==> src/rtl/vend_kiosk_arbiter.sv <==
// Two-kiosk arbiter for a shared vending core: round-robin session grant, timeout, forced drain.
// Optional ARB_STATS_EN adds saturating per-kiosk vend counters VEND_CNT0/VEND_CNT1.
module vend_kiosk_arbiter #(
  parameter int TIMEOUT   = 64,
  parameter int DRAIN_CYC = 4
) (
  input  logic       CLK,
  input  logic       RESET,
  input  logic [1:0] REQ,
  input  logic [1:0] K_CARD_IN,
  input  logic [1:0] K_KEY_PRESS,
  input  logic [7:0] K_ITEM_CODE,
  input  logic [1:0] K_VALID_TRAN,
  input  logic [1:0] K_DOOR_OPEN,
  output logic       M_CARD_IN,
  output logic       M_KEY_PRESS,
  output logic       M_VALID_TRAN,
  output logic       M_DOOR_OPEN,
  output logic [3:0] M_ITEM_CODE,
  input  logic       M_VEND,
  input  logic       M_INVALID_SEL,
  input  logic       M_FAILED_TRAN,
  input  logic [2:0] M_COST,
  output logic [1:0] GNT,
  output logic [1:0] K_VEND,
  output logic [1:0] K_INVALID_SEL,
  output logic [1:0] K_FAILED_TRAN,
  output logic [2:0] K_COST,
  output logic       BUSY
`ifdef ARB_STATS_EN
  ,
  output logic [7:0] VEND_CNT0,
  output logic [7:0] VEND_CNT1
`endif
);

  typedef enum logic [1:0] {IDLE, SESSION, DRAIN} state_t;

  localparam logic [7:0] TMR_LOAD = 8'(TIMEOUT - 1);
  localparam logic [3:0] DRN_LOAD = 4'(DRAIN_CYC - 1);

  state_t     state_q, state_d;
  logic [1:0] gnt_q, gnt_d;
  logic       own_q, own_d;
  logic       last_q, last_d;
  logic [7:0] timer_q, timer_d;
  logic [3:0] drain_q, drain_d;
  logic       vend_q, vend_d;
  logic       inv_q, inv_d;
  logic       fail_q, fail_d;
  logic       inv_lat_q, inv_lat_d;
  logic       fail_lat_q, fail_lat_d;

  logic in_sess, inv_rise, fail_rise, vend_fall, sess_end;

  assign in_sess   = (state_q == SESSION);
  assign inv_rise  = M_INVALID_SEL & ~inv_q;
  assign fail_rise = M_FAILED_TRAN & ~fail_q;
  assign vend_fall = vend_q & ~M_VEND;
  // All end causes collapse into one event, so coincident causes give a single drain.
  assign sess_end  = in_sess & (inv_rise | fail_rise | vend_fall | ~REQ[own_q] | (timer_q == 8'd0));

  always_ff @(posedge CLK) begin
    if (RESET) begin
      state_q    <= IDLE;
      gnt_q      <= 2'b00;
      own_q      <= 1'b0;
      last_q     <= 1'b1;
      timer_q    <= 8'd0;
      drain_q    <= 4'd0;
      vend_q     <= 1'b0;
      inv_q      <= 1'b0;
      fail_q     <= 1'b0;
      inv_lat_q  <= 1'b0;
      fail_lat_q <= 1'b0;
    end else begin
      state_q    <= state_d;
      gnt_q      <= gnt_d;
      own_q      <= own_d;
      last_q     <= last_d;
      timer_q    <= timer_d;
      drain_q    <= drain_d;
      vend_q     <= vend_d;
      inv_q      <= inv_d;
      fail_q     <= fail_d;
      inv_lat_q  <= inv_lat_d;
      fail_lat_q <= fail_lat_d;
    end
  end

  always_comb begin
    state_d    = state_q;
    gnt_d      = gnt_q;
    own_d      = own_q;
    last_d     = last_q;
    timer_d    = timer_q;
    drain_d    = drain_q;
    vend_d     = 1'b0;
    inv_d      = 1'b0;
    fail_d     = 1'b0;
    inv_lat_d  = inv_lat_q;
    fail_lat_d = fail_lat_q;
    case (state_q)
      IDLE: begin
        if (REQ != 2'b00) begin
          state_d = SESSION;
          own_d   = (REQ == 2'b11) ? ~last_q : REQ[1];
          gnt_d   = own_d ? 2'b10 : 2'b01;
          timer_d = TMR_LOAD;
        end
      end
      SESSION: begin
        vend_d = M_VEND;
        inv_d  = M_INVALID_SEL;
        fail_d = M_FAILED_TRAN;
        if (timer_q != 8'd0) timer_d = timer_q - 8'd1;
        if (sess_end) begin
          state_d    = DRAIN;
          gnt_d      = 2'b00;
          drain_d    = DRN_LOAD;
          inv_lat_d  = inv_rise;
          fail_lat_d = fail_rise;
        end
      end
      DRAIN: begin
        if (drain_q == 4'd0) begin
          state_d    = IDLE;
          last_d     = own_q;
          inv_lat_d  = 1'b0;
          fail_lat_d = 1'b0;
        end else begin
          drain_d = drain_q - 4'd1;
        end
      end
      default: state_d = IDLE;
    endcase
  end

  logic gate;
  assign gate = in_sess & gnt_q[own_q];

  always_comb begin
    M_CARD_IN     = gate & K_CARD_IN[own_q];
    M_KEY_PRESS   = gate & K_KEY_PRESS[own_q];
    M_VALID_TRAN  = gate & K_VALID_TRAN[own_q];
    M_DOOR_OPEN   = gate & K_DOOR_OPEN[own_q];
    M_ITEM_CODE   = gate ? (own_q ? K_ITEM_CODE[7:4] : K_ITEM_CODE[3:0]) : 4'h0;
    K_VEND        = 2'b00;
    K_INVALID_SEL = 2'b00;
    K_FAILED_TRAN = 2'b00;
    K_COST        = in_sess ? M_COST : 3'd0;
    if (in_sess) begin
      K_VEND[own_q]        = M_VEND;
      K_INVALID_SEL[own_q] = M_INVALID_SEL;
      K_FAILED_TRAN[own_q] = M_FAILED_TRAN;
    end else if (state_q == DRAIN) begin
      K_INVALID_SEL[own_q] = inv_lat_q;
      K_FAILED_TRAN[own_q] = fail_lat_q;
    end
    GNT  = gnt_q;
    BUSY = (state_q != IDLE);
  end

`ifdef ARB_STATS_EN
  logic [7:0] cnt0_q, cnt0_d, cnt1_q, cnt1_d;
  logic       vend_ev;
  assign vend_ev = in_sess & vend_fall;

  always_comb begin
    cnt0_d = cnt0_q;
    cnt1_d = cnt1_q;
    if (vend_ev && !own_q && cnt0_q != 8'hFF) cnt0_d = cnt0_q + 8'd1;
    if (vend_ev &&  own_q && cnt1_q != 8'hFF) cnt1_d = cnt1_q + 8'd1;
  end

  always_ff @(posedge CLK) begin
    if (RESET) begin
      cnt0_q <= 8'd0;
      cnt1_q <= 8'd0;
    end else begin
      cnt0_q <= cnt0_d;
      cnt1_q <= cnt1_d;
    end
  end

  assign VEND_CNT0 = cnt0_q;
  assign VEND_CNT1 = cnt1_q;
`endif

endmodule

==> config.mk <==
export PLATFORM = sky130hd
export DESIGN_NAME = vend_kiosk_arbiter
export DESIGN_NICKNAME = d
export VERILOG_FILES = /design/src/rtl/vend_kiosk_arbiter.sv
export SDC_FILE = /design/constraint.sdc
export NUM_CORES = 1
export LEC_CHECK = 0
export CORE_AREA = 10 10 68 70
export DETAILED_ROUTE_END_ITERATION = 8
export DIE_AREA = 0 0 78 80
export PLACE_DENSITY_LB_ADDON = 0.08
export SETUP_SLACK_MARGIN = 0.3
export SYNTH_ARGS = -nofsm -noshare
export SYNTH_HDL_FRONTEND = slang
export SYNTH_SLANG_ARGS = --single-unit
==> constraint.sdc <==
create_clock -name CLK -period 2.59 [get_ports CLK]
set_clock_uncertainty 0.1 [all_clocks]
set_input_delay 0.777 -clock CLK [delete_from_list [all_inputs] [get_ports CLK]]
set_output_delay 0.777 -clock CLK [all_outputs]
set_load 0.02 [all_outputs]
== Word level (Yosys, flattened, before mapping) ==
Index checks and enable logic that the tools add are counted.

* Register bits after elaboration: 23
* Input bits: 26
* Output and inout port bits: 20
* Logic and storage cells: 106

* Add/sub/neg operators: 2
* Magnitude comparators: 2
* Eq/ne operators: 8
* Multiplexer cells: 42
* Bitwise gates (word level): 24
* Reductions and logical operators: 17

{| class="wikitable"
|+ Operators with widths
! kind !! number
|-
| $mux W2 || 11
|-
| $mux W1 || 17
|-
| $mux W4 || 4
|-
| $mux W8 || 2
|-
| $pmux W8 S2 || 1
|-
| $reduce_and A3 Y1 || 5
|-
| $and A2 B2 Y2 || 5
|-
| $and A1 B1 Y1 || 9
|-
| $logic_not A8 Y1 || 1
|-
| $pmux W4 S2 || 1
|-
| $reduce_bool A2 Y1 || 4
|-
| $reduce_bool A8 Y1 || 1
|-
| $sub A8 B1 Y8 const B || 1
|-
| $ne A2 B2 Y1 const B || 3
|-
| $not A1 Y1 || 6
|-
| $pmux W2 S3 || 1
|-
| $eq A2 B2 Y1 const B || 2
|-
| $logic_not A4 Y1 || 1
|-
| $ne A2 B1 Y1 const B || 2
|-
| $or A1 B1 Y1 || 4
|-
| $pmux W1 S2 || 2
|-
| $pmux W2 S2 || 1
|-
| $reduce_and A2 Y1 || 2
|-
| $sub A4 B1 Y4 const B || 1
|-
| 8 further kinds || 8
|}

== Depth between registers and ports, before layout ==
Gate-level depths: netlist (run 1).

* Depth in word-level cells: 9
* Gate-level depth with buffers: 7
* Mapped depth without buffers: 6

== Least setup slack after synthesis (run 1) ==
OpenSTA, ideal clock, no wires.

* Path kind: register to output
* Start: register state_q[0]
* End: output port M_CARD_IN
* Arrival: 1.453 ns
* Data required time: 1.713 ns
* Slack: 0.260 ns
* Cell stages (with the launch flop): 6
* Path buffers: 2
* Cells stage by stage: dfxtp_1 buf_2 nor2b_1 clkbuf_1 nand2_1 nor2_1

* Cells in the longest elaborated chain, start to end: 3

{| class="wikitable"
|+ RTL lines
! element !! line !! text
|-
| start, declared || 42 || <nowiki>state_t state_q, state_d;</nowiki>
|-
| start signal, assigned || 77 || <nowiki>state_q <= state_d;</nowiki>
|-
| $eq A2 B1 Y1 || 56 || <nowiki>assign in_sess = (state_q == SESSION);</nowiki>
|-
| $and A1 B1 Y1 || 140 || <nowiki>assign gate = in_sess & gnt_q[own_q];</nowiki>
|-
| $and A1 B1 Y1 || 143 || <nowiki>M_CARD_IN = gate & K_CARD_IN[own_q];</nowiki>
|-
| end, declared || 15 || <nowiki>output logic M_CARD_IN,</nowiki>
|}

No other way between the ends.

== Worst setup path after layout (run 1) ==
* Start: input port K_VALID_TRAN[0]
* End: output port M_VALID_TRAN

* Cells in the longest elaborated chain, start to end: 3

{| class="wikitable"
|+ RTL lines
! element !! line !! text
|-
| start, declared || 13 || <nowiki>input logic [1:0] K_VALID_TRAN,</nowiki>
|-
| $mux W1 (implied by the code) (2 in a row) || 145 || <nowiki>M_VALID_TRAN = gate & K_VALID_TRAN[own_q];</nowiki>
|-
| $and A1 B1 Y1 || 145 ||
|-
| end, declared || 17 || <nowiki>output logic M_VALID_TRAN,</nowiki>
|}

No other way between the ends. The select of a mux whose other input is x is not followed.

==> results of run 1 <==
-- path summary, 6_finish.rpt --
path,start,endpoint,slack [ns],depth (start not counted)
hold / removal,inv_lat_q$_SDFFE_PP0P_,inv_lat_q$_SDFFE_PP0P_,0.41,2
setup reg to reg,timer_q[0]$_SDFFE_PP0P_,timer_q[4]$_SDFFE_PP0P_,0.56,7
hold reg to reg,inv_lat_q$_SDFFE_PP0P_,inv_lat_q$_SDFFE_PP0P_,0.41,2
setup / recovery,K_VALID_TRAN[0],M_VALID_TRAN,0.32,4
-- metal layers --
layer | GRT usage | part of all wire
met5 | 0 | 0
met3 | 0.05293 | 0.076
met2 | 0.2371 | 0.48
met1 | 0.1510 | 0.43
met4 | 0.02151 | 0.0085
-- what timing repair did --
action,4_1_cts,5_1_grt
pin swaps,11,4
buffers inserted,1,1
resized for setup,124,10
setup endpoints to repair,19,15
-- synthesized netlist by cell type, types with 2 or more instances --
| library cell | instances |
|---|---|
| a211oi_1 | 2 |
| a211oi_2 | 3 |
| a21oi_1 | 12 |
| a22oi_1 | 3 |
| a31oi_1 | 5 |
| and2_1 | 3 |
| and3_1 | 2 |
| buf_2 | 3 |
| buf_6 | 2 |
| clkbuf_1 | 4 |
| dfxtp_1 | 23 |
| ha_1 | 3 |
| inv_1 | 5 |
| mux2_1 | 2 |
| mux2i_1 | 10 |
| nand2_1 | 8 |
| nand2b_1 | 7 |
| nand3_1 | 5 |
| nand3b_1 | 2 |
| nor2_1 | 21 |
| nor2b_1 | 5 |
| nor3_1 | 5 |
| nor3_2 | 2 |
| nor3b_1 | 4 |
| nor4_1 | 2 |
| o21ai_0 | 3 |
| o21ai_2 | 2 |
-- tightest hold or removal path: stages (launching register included) --
cell and delay, ns:
dfxtp_1 0.35, nand3_1 0.07, a21oi_1 0.06
-- cell usage in the layout (no fill, tap or decap), drive strengths merged, types with 2 or more instances in the layout --
cell type	netlist	layout
ha	3	3
nand2	8	8
and2	3	3
o21ai	6	6
a31oi	5	5
dfxtp	23	23
nand2b	7	7
inv	5	5
a211oi	5	5
dlygate4sd2	0	20
mux2	4	4
a21oi	12	12
nand3b	2	2
nor4	3	3
nor3	7	7
buf	6	34
nor2b	5	5
nor3b	5	5
mux2i	10	10
nand3	5	5
clkdlybuf4s15	0	3
clkbuf	4	4
and3	2	2
clkdlybuf4s50	0	4
nor2	21	21
a22oi	4	4
-- cell type report --
type                       instances  area share
inverter                           5    0.009219
sequential                        23      0.2299
clock inverter                     1    0.002459
timing repair buffer              62      0.2551
multi-input combinational        131      0.4640
tap                               46     0.02827
clock buffer                       3     0.01106
-- where the power goes --
| part | total (mW) | internal (mW) | leakage [nW] | switching, mW |
|---|---|---|---|---|
| Clock | 0.172 | 0.0579 | 0.0177 | 0.114 |
| Sequential | 0.427 | 0.388 | 0.191 | 0.0393 |
| Combinational | 0.382 | 0.181 | 0.646 | 0.201 |
-- cells by family (layout without fill, tap and decap cells) --
kind of cell,after synthesis,count (layout),share of synthesized area
muxes,14,14,0.1033
AOI/OAI and AO/OA,39,39,0.1944
and+or+nand+nor,74,74,0.2960
adders and majority gates,3,3,0.02604
buffers and inverters,15,71,0.05468
DFF,23,23,0.3194
xor gates and xnor gates,1,1,0.006077
-- registers in the layout, indices dropped and copies added (netlist names) --
| register | cells |
|---|---|
| GNT | 2 |
| drain_q | 4 |
| fail_lat_q | 1 |
| fail_q | 1 |
| inv_lat_q | 1 |
| inv_q | 1 |
| last_q | 1 |
| own_q | 1 |
| state_q | 2 |
| timer_q | 8 |
| vend_q | 1 |
-- per-stage QoR --
step	total power, mW	setup TNS, ns	cells	cell area (µm²)	hold WS (ns)
2_1_floorplan	0.6603	0	169	1441	0.3492
3_3_place_gp	0.7962	-5.080	265	2002	0.3809
3_5_place_dp	0.8087	-5.435	265	2002	0.3883
4_1_cts	0.9736	0	270	2004	0.4147
5_1_grt	1.037	0	271	2036	0.4384
6_report	0.9813	0	271	2036	0.4103
==> impl_metrics.tcl, run 1 <==
set metrics [dict create \
    status "completed" \
    antenna_cells 0 \
    critPathKind "primary input to output port" \
    regArea_um2 467.9 \
    path_cells "dlygate4sd2_1, mux2i_1, nor2_1, buf_4" \
    track_usage 0.1340 \
    slew_violations 0 \
    gr-total-overflow 0 \
    worstPathArrival_ns 1.39 \
    path_delay_family "buffers and inverters" \
    cts_tree "built" \
    period_minus_slack_ns 2.271 \
    grt_pass1_vias 1499 \
    synth_cell_types 48 \
    dp_hpwl_um 3403 \
    post-route-period-util 0.8767 \
    htree_levels 1 \
    hold_class "flip-flop to flip-flop" \
    cts_sinks 23 \
    dr.pass1.iters 6 \
    n_fill_cell 325 \
    coreArea_um2 3284 \
    avgRoutedWirePerCell_um 15.72 \
    utilization 0.6198 \
    vias 1451 \
    power.density_nw_per_um2 482.0 \
    syn_nets 198 \
    clkTransAtPathRegs_ns 0.12 \
    cts_buffers 3 \
    yosys_warnings 0 \
    leakage_nw 0.8550 \
    synth_edf_count 0 \
    yosysTopAreaCell "dfxtp_1" \
    gp_congestion 0.8056 \
    async_flop_share 0 \
    fmax_mhz 440.4 \
    crit_path_end_kind "output port" \
    pin_count 46 \
    seq_area_frac_synth 0.3194 \
    crit_path_top_delay_cell "dlygate4sd2_1" \
    maxSlewHeadroom 0.6536 \
    clock_latency_ns 0.33 \
    route.detailed.drc 0 \
    die_y_um 80 \
    pre_cts_ws_ns -0.3882 \
    finalSetupViolations 0 \
    dr.first_iter.drc_count 86 \
    cts_hold_buffers 0 \
    fin_nets 255 \
    avgSynthCellArea_um2 8.529 \
    ys.flop_type "dfxtp_1" \
    maxCapViolCount 0 \
    syn2layout_area_growth_pct 41.23 \
    synthesis.area_um2 1441 \
    cp.required_ns 1.71 \
    path_max_fanout 1 \
    drt_wl_total_um 4259 \
    finalHoldViolCount 0 \
    setup_ws_ns 0.3194 \
    die_w_um 78 \
    port_buffers 45 \
    die-area_um2 6240 \
    tightest_slew_ns 0.5185 \
    antenna_found_initial 0 \
    clockBufferDepth 2 \
    synth_area_leaders "dfxtp_1, mux2i_1, nor2_1" \
    viasPerCell 5.354 \
    multi_input_area_um2 944.7 \
    ys_ff_latch 23 \
    max_stage_delay_ns 0.23 \
    rsz0062_at_grt "true" \
    grt_max_degree 18 \
    grt_pass1_wl_um 6927 \
    cp-start-kind "primary input" \
    ir_drop_uv 277.8 \
    cts_root_buffer "clkbuf_4" \
    crit_buf_inv 2 \
    drive_gt1_frac 0.2978 \
    yosysTopAreaCellShare 0.3194 \
    placementRows 21 \
    synthCells 169 \
    start_util 0.4389 \
    postRouteAntennaNets 0 \
]
No activity file was read; power rests on OpenSTA's default activity.
==> run 2, diff against run 1 <==
--- a/config.mk
+++ b/config.mk
@@ -6,10 +6,12 @@
 export NUM_CORES = 1
 export LEC_CHECK = 0
 export CORE_AREA = 10 10 68 70
+export CTS_BUF_LIST = sky130_fd_sc_hd__clkbuf_8
 export DETAILED_ROUTE_END_ITERATION = 8
 export DIE_AREA = 0 0 78 80
 export PLACE_DENSITY_LB_ADDON = 0.08
 export SETUP_SLACK_MARGIN = 0.3
+export SLEW_MARGIN = 20
 export SYNTH_ARGS = -nofsm -noshare
 export SYNTH_HDL_FRONTEND = slang
 export SYNTH_SLANG_ARGS = --single-unit
==> impl_metrics.tcl, run 2 (synthesis results as in run 1) <==
set metrics [dict create \
    cts_hold_buffers 0 \
    internal-power_mw 0.6734 \
    die-area_um2 6240 \
    final_cell_mix "buf_4, dfxtp_1, nor2_1" \
    dr.pass1.iters 4 \
    grt_util_met2 0.2347 \
    gp_congestion 0.8056 \
    drt_wl_total_um 4219 \
    die_w_um 78 \
    postRouteAntennaNets 0 \
    drive_gt1_frac 0.2857 \
    coreArea_um2 3284 \
    finalSetupViolations 0 \
    period_minus_slack_ns 2.270 \
    setup_tns_ns 0 \
    cts_root_buffer "clkbuf_8" \
    grt_max_degree 18 \
    clkTransAtPathRegs_ns 0.08 \
    clockBufferDepth 2 \
    dr.first_iter.drc_count 62 \
    clockPowerShare 0.222 \
    placementRows 21 \
    syn2layout_area_growth_pct 41.49 \
    switching_power_mw 0.3581 \
    final_common_cell "buf_4" \
    viasPerCell 5.322 \
    cts_sinks 23 \
    hold_class "flip-flop to flip-flop" \
    fmax_mhz 440.4 \
    maxSlewHeadroom 0.6617 \
    finalHoldViolCount 0 \
    use_met1 0.1504 \
    largest_reg_flops 8 \
    die_y_um 80 \
    port_buffers 45 \
    power.density_nw_per_um2 505.8 \
    regMostFlops "timer_q" \
    maxCapViolCount 0 \
    swShare 0.3472 \
    dp_hpwl_um 3403 \
    rsz0062_at_grt "true" \
    post-route-period-util 0.8766 \
    route.detailed.drc 0 \
    p_seq_frac 0.412 \
    leakage_nw 0.8649 \
    start_util 0.4389 \
    gr-total-overflow 0 \
    cts_tree "built" \
    cp-start-kind "primary input" \
    critPathKind "primary input to output port" \
    fin_total_pwr_mw 1.032 \
    grt_pass1_vias 1516 \
    pin_count 46 \
    top_regs "timer_q x8, drain_q x4" \
    cts_buffers 3 \
    worstPathArrival_ns 1.39 \
    antenna_found_initial 0 \
    fin_nets 254 \
    clock_latency_ns 0.27 \
    slew_violations 0 \
    antenna_cells 0 \
    grt_pass1_wl_um 6955 \
    track_usage 0.1356 \
    pwr-share-comb 0.366 \
    htree_levels 1 \
    cp.required_ns 1.71 \
    avgRoutedWirePerCell_um 15.63 \
    crit_path_end_kind "output port" \
    vias 1437 \
    status "completed" \
    tightest_slew_ns 0.5063 \
    grt_util_met3 0.05518 \
    ir_drop_uv 362.7 \
    path_max_fanout 1 \
    grt.busiest_layer "met2" \
]
-- run 2: power by group through the flow --
stage	Sequential (mW)	Clock, mW	Combinational [mW]
after floorplan	0.424	0	0.237
after CTS	0.423	0.234	0.371
after global routing	0.430	0.246	0.412
after detailed placement	0.431	0	0.378
final	0.425	0.229	0.378
after global placement	0.429	0	0.368
-- run 2: path summary, 6_finish.rpt --
kind / from / endpoint / slack [ns] / depth (start not counted)
worst max register to register: drain_q[1]$_SDFFE_PP0P_ / fail_lat_q$_SDFFE_PP0P_ / 0.60 / 6
worst max-delay path: K_VALID_TRAN[0] / M_VALID_TRAN / 0.32 / 4
worst min register to register: inv_lat_q$_SDFFE_PP0P_ / inv_lat_q$_SDFFE_PP0P_ / 0.41 / 2
worst min-delay path: inv_lat_q$_SDFFE_PP0P_ / inv_lat_q$_SDFFE_PP0P_ / 0.41 / 2
-- run 2: per-layer routing --
metal	part of all wire	wire [µm]
met5	0	0
met2	0.48	2032
met4	0.0073	31
met1	0.42	1783
met3	0.088	372
-- run 2: cell type report --
cell class,instances,area [µm²]
fillers,320,1245
multi-input cells,131,934.6
repair buffers,61,519.2
flip-flops and latches,23,462.9
well taps,46,57.56
clock buffers,3,41.29
inverters,5,18.77
clock inverters,1,5.005
-- run 2: worst max-delay path: stages --
cell	delay, ns
dlygate4sd2_1	0.23
mux2i_1	0.16
nor2_1	0.07
buf_4	0.16
-- run 2: repair_timing --
action,CTS,global route
cloned,0,0
buffers inserted,1,0
pin swaps,11,4
setup endpoints to repair,18,19
gates resized for setup,112,14
-- run 2: metrics by stage --
stage	instances	hold WS (ns)	setup slack, ns	util	instance area (µm²)
3_5_place_dp	265	0.3883	-0.3882	0.6095	2002
6_report	270	0.4071	0.3196	0.6210	2039
4_1_cts	270	0.4085	0.2389	0.6122	2011
5_1_grt	270	0.4324	0.2913	0.6210	2039
2_1_floorplan	169	0.3492	0.2605	-	1441
3_3_place_gp	265	0.3809	-0.3757	0.6095	2002
==> variant: new RTL, flow settings as in run 1 <==
Register the output `K_FAILED_TRAN`, with the module's reset; this adds one clock of latency there. The other outputs are not delayed to match.
--- a/src/rtl/vend_kiosk_arbiter.sv
+++ b/src/rtl/vend_kiosk_arbiter.sv
@@ -39,4 +39,6 @@
   localparam logic [7:0] TMR_LOAD = 8'(TIMEOUT - 1);
   localparam logic [3:0] DRN_LOAD = 4'(DRAIN_CYC - 1);
+
+  logic [1:0] K_FAILED_TRAN_d;
 
   state_t     state_q, state_d;
@@ -148,13 +150,13 @@
     K_VEND        = 2'b00;
     K_INVALID_SEL = 2'b00;
-    K_FAILED_TRAN = 2'b00;
+    K_FAILED_TRAN_d = 2'b00;
     K_COST        = in_sess ? M_COST : 3'd0;
     if (in_sess) begin
       K_VEND[own_q]        = M_VEND;
       K_INVALID_SEL[own_q] = M_INVALID_SEL;
-      K_FAILED_TRAN[own_q] = M_FAILED_TRAN;
+      K_FAILED_TRAN_d[own_q] = M_FAILED_TRAN;
     end else if (state_q == DRAIN) begin
       K_INVALID_SEL[own_q] = inv_lat_q;
-      K_FAILED_TRAN[own_q] = fail_lat_q;
+      K_FAILED_TRAN_d[own_q] = fail_lat_q;
     end
     GNT  = gnt_q;
@@ -188,4 +190,12 @@
 `endif
 
+  always_ff @(posedge CLK) begin
+    if (RESET) begin
+      K_FAILED_TRAN <= '0;
+    end else begin
+      K_FAILED_TRAN <= K_FAILED_TRAN_d;
+    end
+  end
+
 endmodule
 
Function: changed (a bounded check fails within 4 cycles, from zero or initial values and one cycle with RESET high).
==> variant against run 1 <==
  * Sequential share of layout area rose by 1.1 points
  * Routed wire length is 7.6% higher
  * Sequential power rose by 6.1%
  * Global-route usage grew 0.64 points
  * Highest routed layer unchanged
  * Final cell count up 6.3%
  * First-iteration DRC count grew 30%
  * Area after synthesis up 2.4%
  * Power increased by 2.3%
  * Sequential cell count is 2 higher
  * Die area unchanged
  * Design area is 2.7% higher
  * Worst setup slack better by 0.022 ns
  * Clock power up 9%
==> variant: results (changes against run 1) <==
{
  "outcome": {"value": "completed", "change": "unchanged"},
  "globalRouteMet3Util": {"value": 3.04, "unit": "%", "change": "was 5.29%"},
  "worst_pin_slew": {"value": 0.481, "unit": "ns", "change": "was 0.519 ns"},
  "crit_path_max_incr_delay": {"value": 0.35, "unit": "ns", "change": "was 0.23 ns"},
  "synth_area_in_compound_gates": {"value": 16.9, "unit": "%", "change": "was 19.4%"},
  "first_global_vias": {"value": 1478, "change": "was 1,499"},
  "muxShareOfSynthArea": {"value": 8.31, "unit": "%", "change": "was 10.3%"},
  "wirelength": {"value": 4.58, "unit": "mm", "change": "was 4.26 mm"},
  "placement.cell_area": {"value": 0.00203, "unit": "mm2", "change": "was 0.00200 mm2"},
  "hpwlAfterDp": {"value": 3.46, "unit": "mm", "change": "was 3.40 mm"},
  "worst_path_max_delay_cell": {"value": "dfxtp_2", "change": "was dlygate4sd2_1"},
  "clkSlewWorstSetupHoldPaths": {"value": 0.15, "unit": "ns", "change": "was 0.12 ns"},
  "gr-usage-met1": {"value": 19.0, "unit": "%", "change": "was 15.1%"},
  "fin_nets": {"value": 272, "change": "was 255"},
  "max-vdd-ir-drop": {"value": 0.000247, "unit": "V", "change": "was 0.000278 V"},
  "power_leakage": {"value": 0.875, "unit": "nW", "change": "was 0.855 nW"},
  "synthXorXnorAreaFrac": {"value": 0, "unit": "%", "change": "was 0.608%"},
  "synth-seq-area-share": {"value": 33.9, "unit": "%", "change": "was 31.9%"},
  "grt_util_all_layers": {"value": 14.0, "unit": "%", "change": "was 13.4%"},
  "layoutNonFillerInstCount": {"value": 288, "change": "was 271"},
  "post_route_cells_drive_above_1_share": {"value": 21.5, "unit": "%", "change": "was 29.8%"},
  "detail_route.vias_per_cell": {"value": 5.60, "change": "was 5.35"},
  "filler_cell_count": {"value": 306, "change": "was 325"},
  "met2_usage": {"value": 22.4, "unit": "%", "change": "was 23.7%"},
  "place_worst_setup_slack": {"value": -0.423, "unit": "ns", "change": "was -0.388 ns"},
  "gp_congestion": {"value": 0.805, "change": "was 0.806"},
  "timing.critical_path.arrival": {"value": 1.37, "unit": "ns", "change": "was 1.39 ns"}
}
==> variant: cell types whose count changed in the layout (fill, tap and decap cells not counted), moves of 4 or more <==
cell / run 1 / this run
buf_4: 27 / 23
nand4_1: 1 / 5
nand2_1: 7 / 12
nand3_1: 5 / 9
==> variant: final cells by class <==
cell class / count / area, um2 / area share (%)
inverters: 8 / 30.0 / 1.44
well taps: 46 / 57.6 / 2.75
clock inverters: 1 / 7.51 / 0.359
repair buffers: 59 / 515 / 24.7
flip-flops and latches: 25 / 504 / 24.1
clock buffers: 3 / 22.5 / 1.08
multi-input cells: 146 / 953 / 45.6
==> variant: cells by family (layout without fill, tap and decap cells) <==
family	after synthesis	in the layout
and+or+nand+nor	92	92
AOI/OAI and AO/OA	39	39
DFF	25	25
buffers and inverters	16	71
muxes	12	12
adders and majority gates	3	3
==> variant: layer usage <==
metal	vias up	part of all wire, %
li1	797	-
met1	735	49
met2	79	45
met3	2	6.4
met4	0	0.31
met5	-	0
==> variant: where the power goes <==
part,switching (mW),leakage [nW],internal [mW],total [mW]
clock,0.129,0.0139,0.0590,0.188
combinational,0.194,0.655,0.169,0.363
sequential,0.0338,0.206,0.420,0.453
==> variant: stage by stage <==
stage	setup TNS [ns]	power (mW)
finish	0	1.00
global route	0	1.07
CTS	0	0.983
detailed placement	-4.57	0.806
global placement	-4.29	0.793
floorplan	0	0.666
==> variant: final timing paths <==
check	startpoint	to	slack [ns]	cells after the start
setup / recovery	state_q[0]$_SDFFE_PP0P_	K_INVALID_SEL[1]	0.34	5
hold / removal	timer_q[6]$_SDFFE_PP0P_	timer_q[6]$_SDFFE_PP0P_	0.40	2
setup reg to reg	timer_q[4]$_SDFFE_PP0P_	timer_q[3]$_SDFFE_PP0P_	0.78	4
hold reg to reg	timer_q[6]$_SDFFE_PP0P_	timer_q[6]$_SDFFE_PP0P_	0.40	2
==> variant: worst max-delay path, delay by kind of cell, from the launching register on <==
family | cells | cell delay (ns)
DFF | 1 | 0.35
buffers and inverters | 2 | 0.29
AOI/OAI and AO/OA | 1 | 0.21
and+or+nand+nor | 2 | 0.20
==> variant: timing repair <==
| item | 4_1_cts | 5_1_grt |
|---|---|---|
| pin swaps | 9 | 5 |
| setup buffers | 1 | 2 |
| resized for setup | 100 | 22 |
| endpoints found under the setup margin | 17 | 16 |
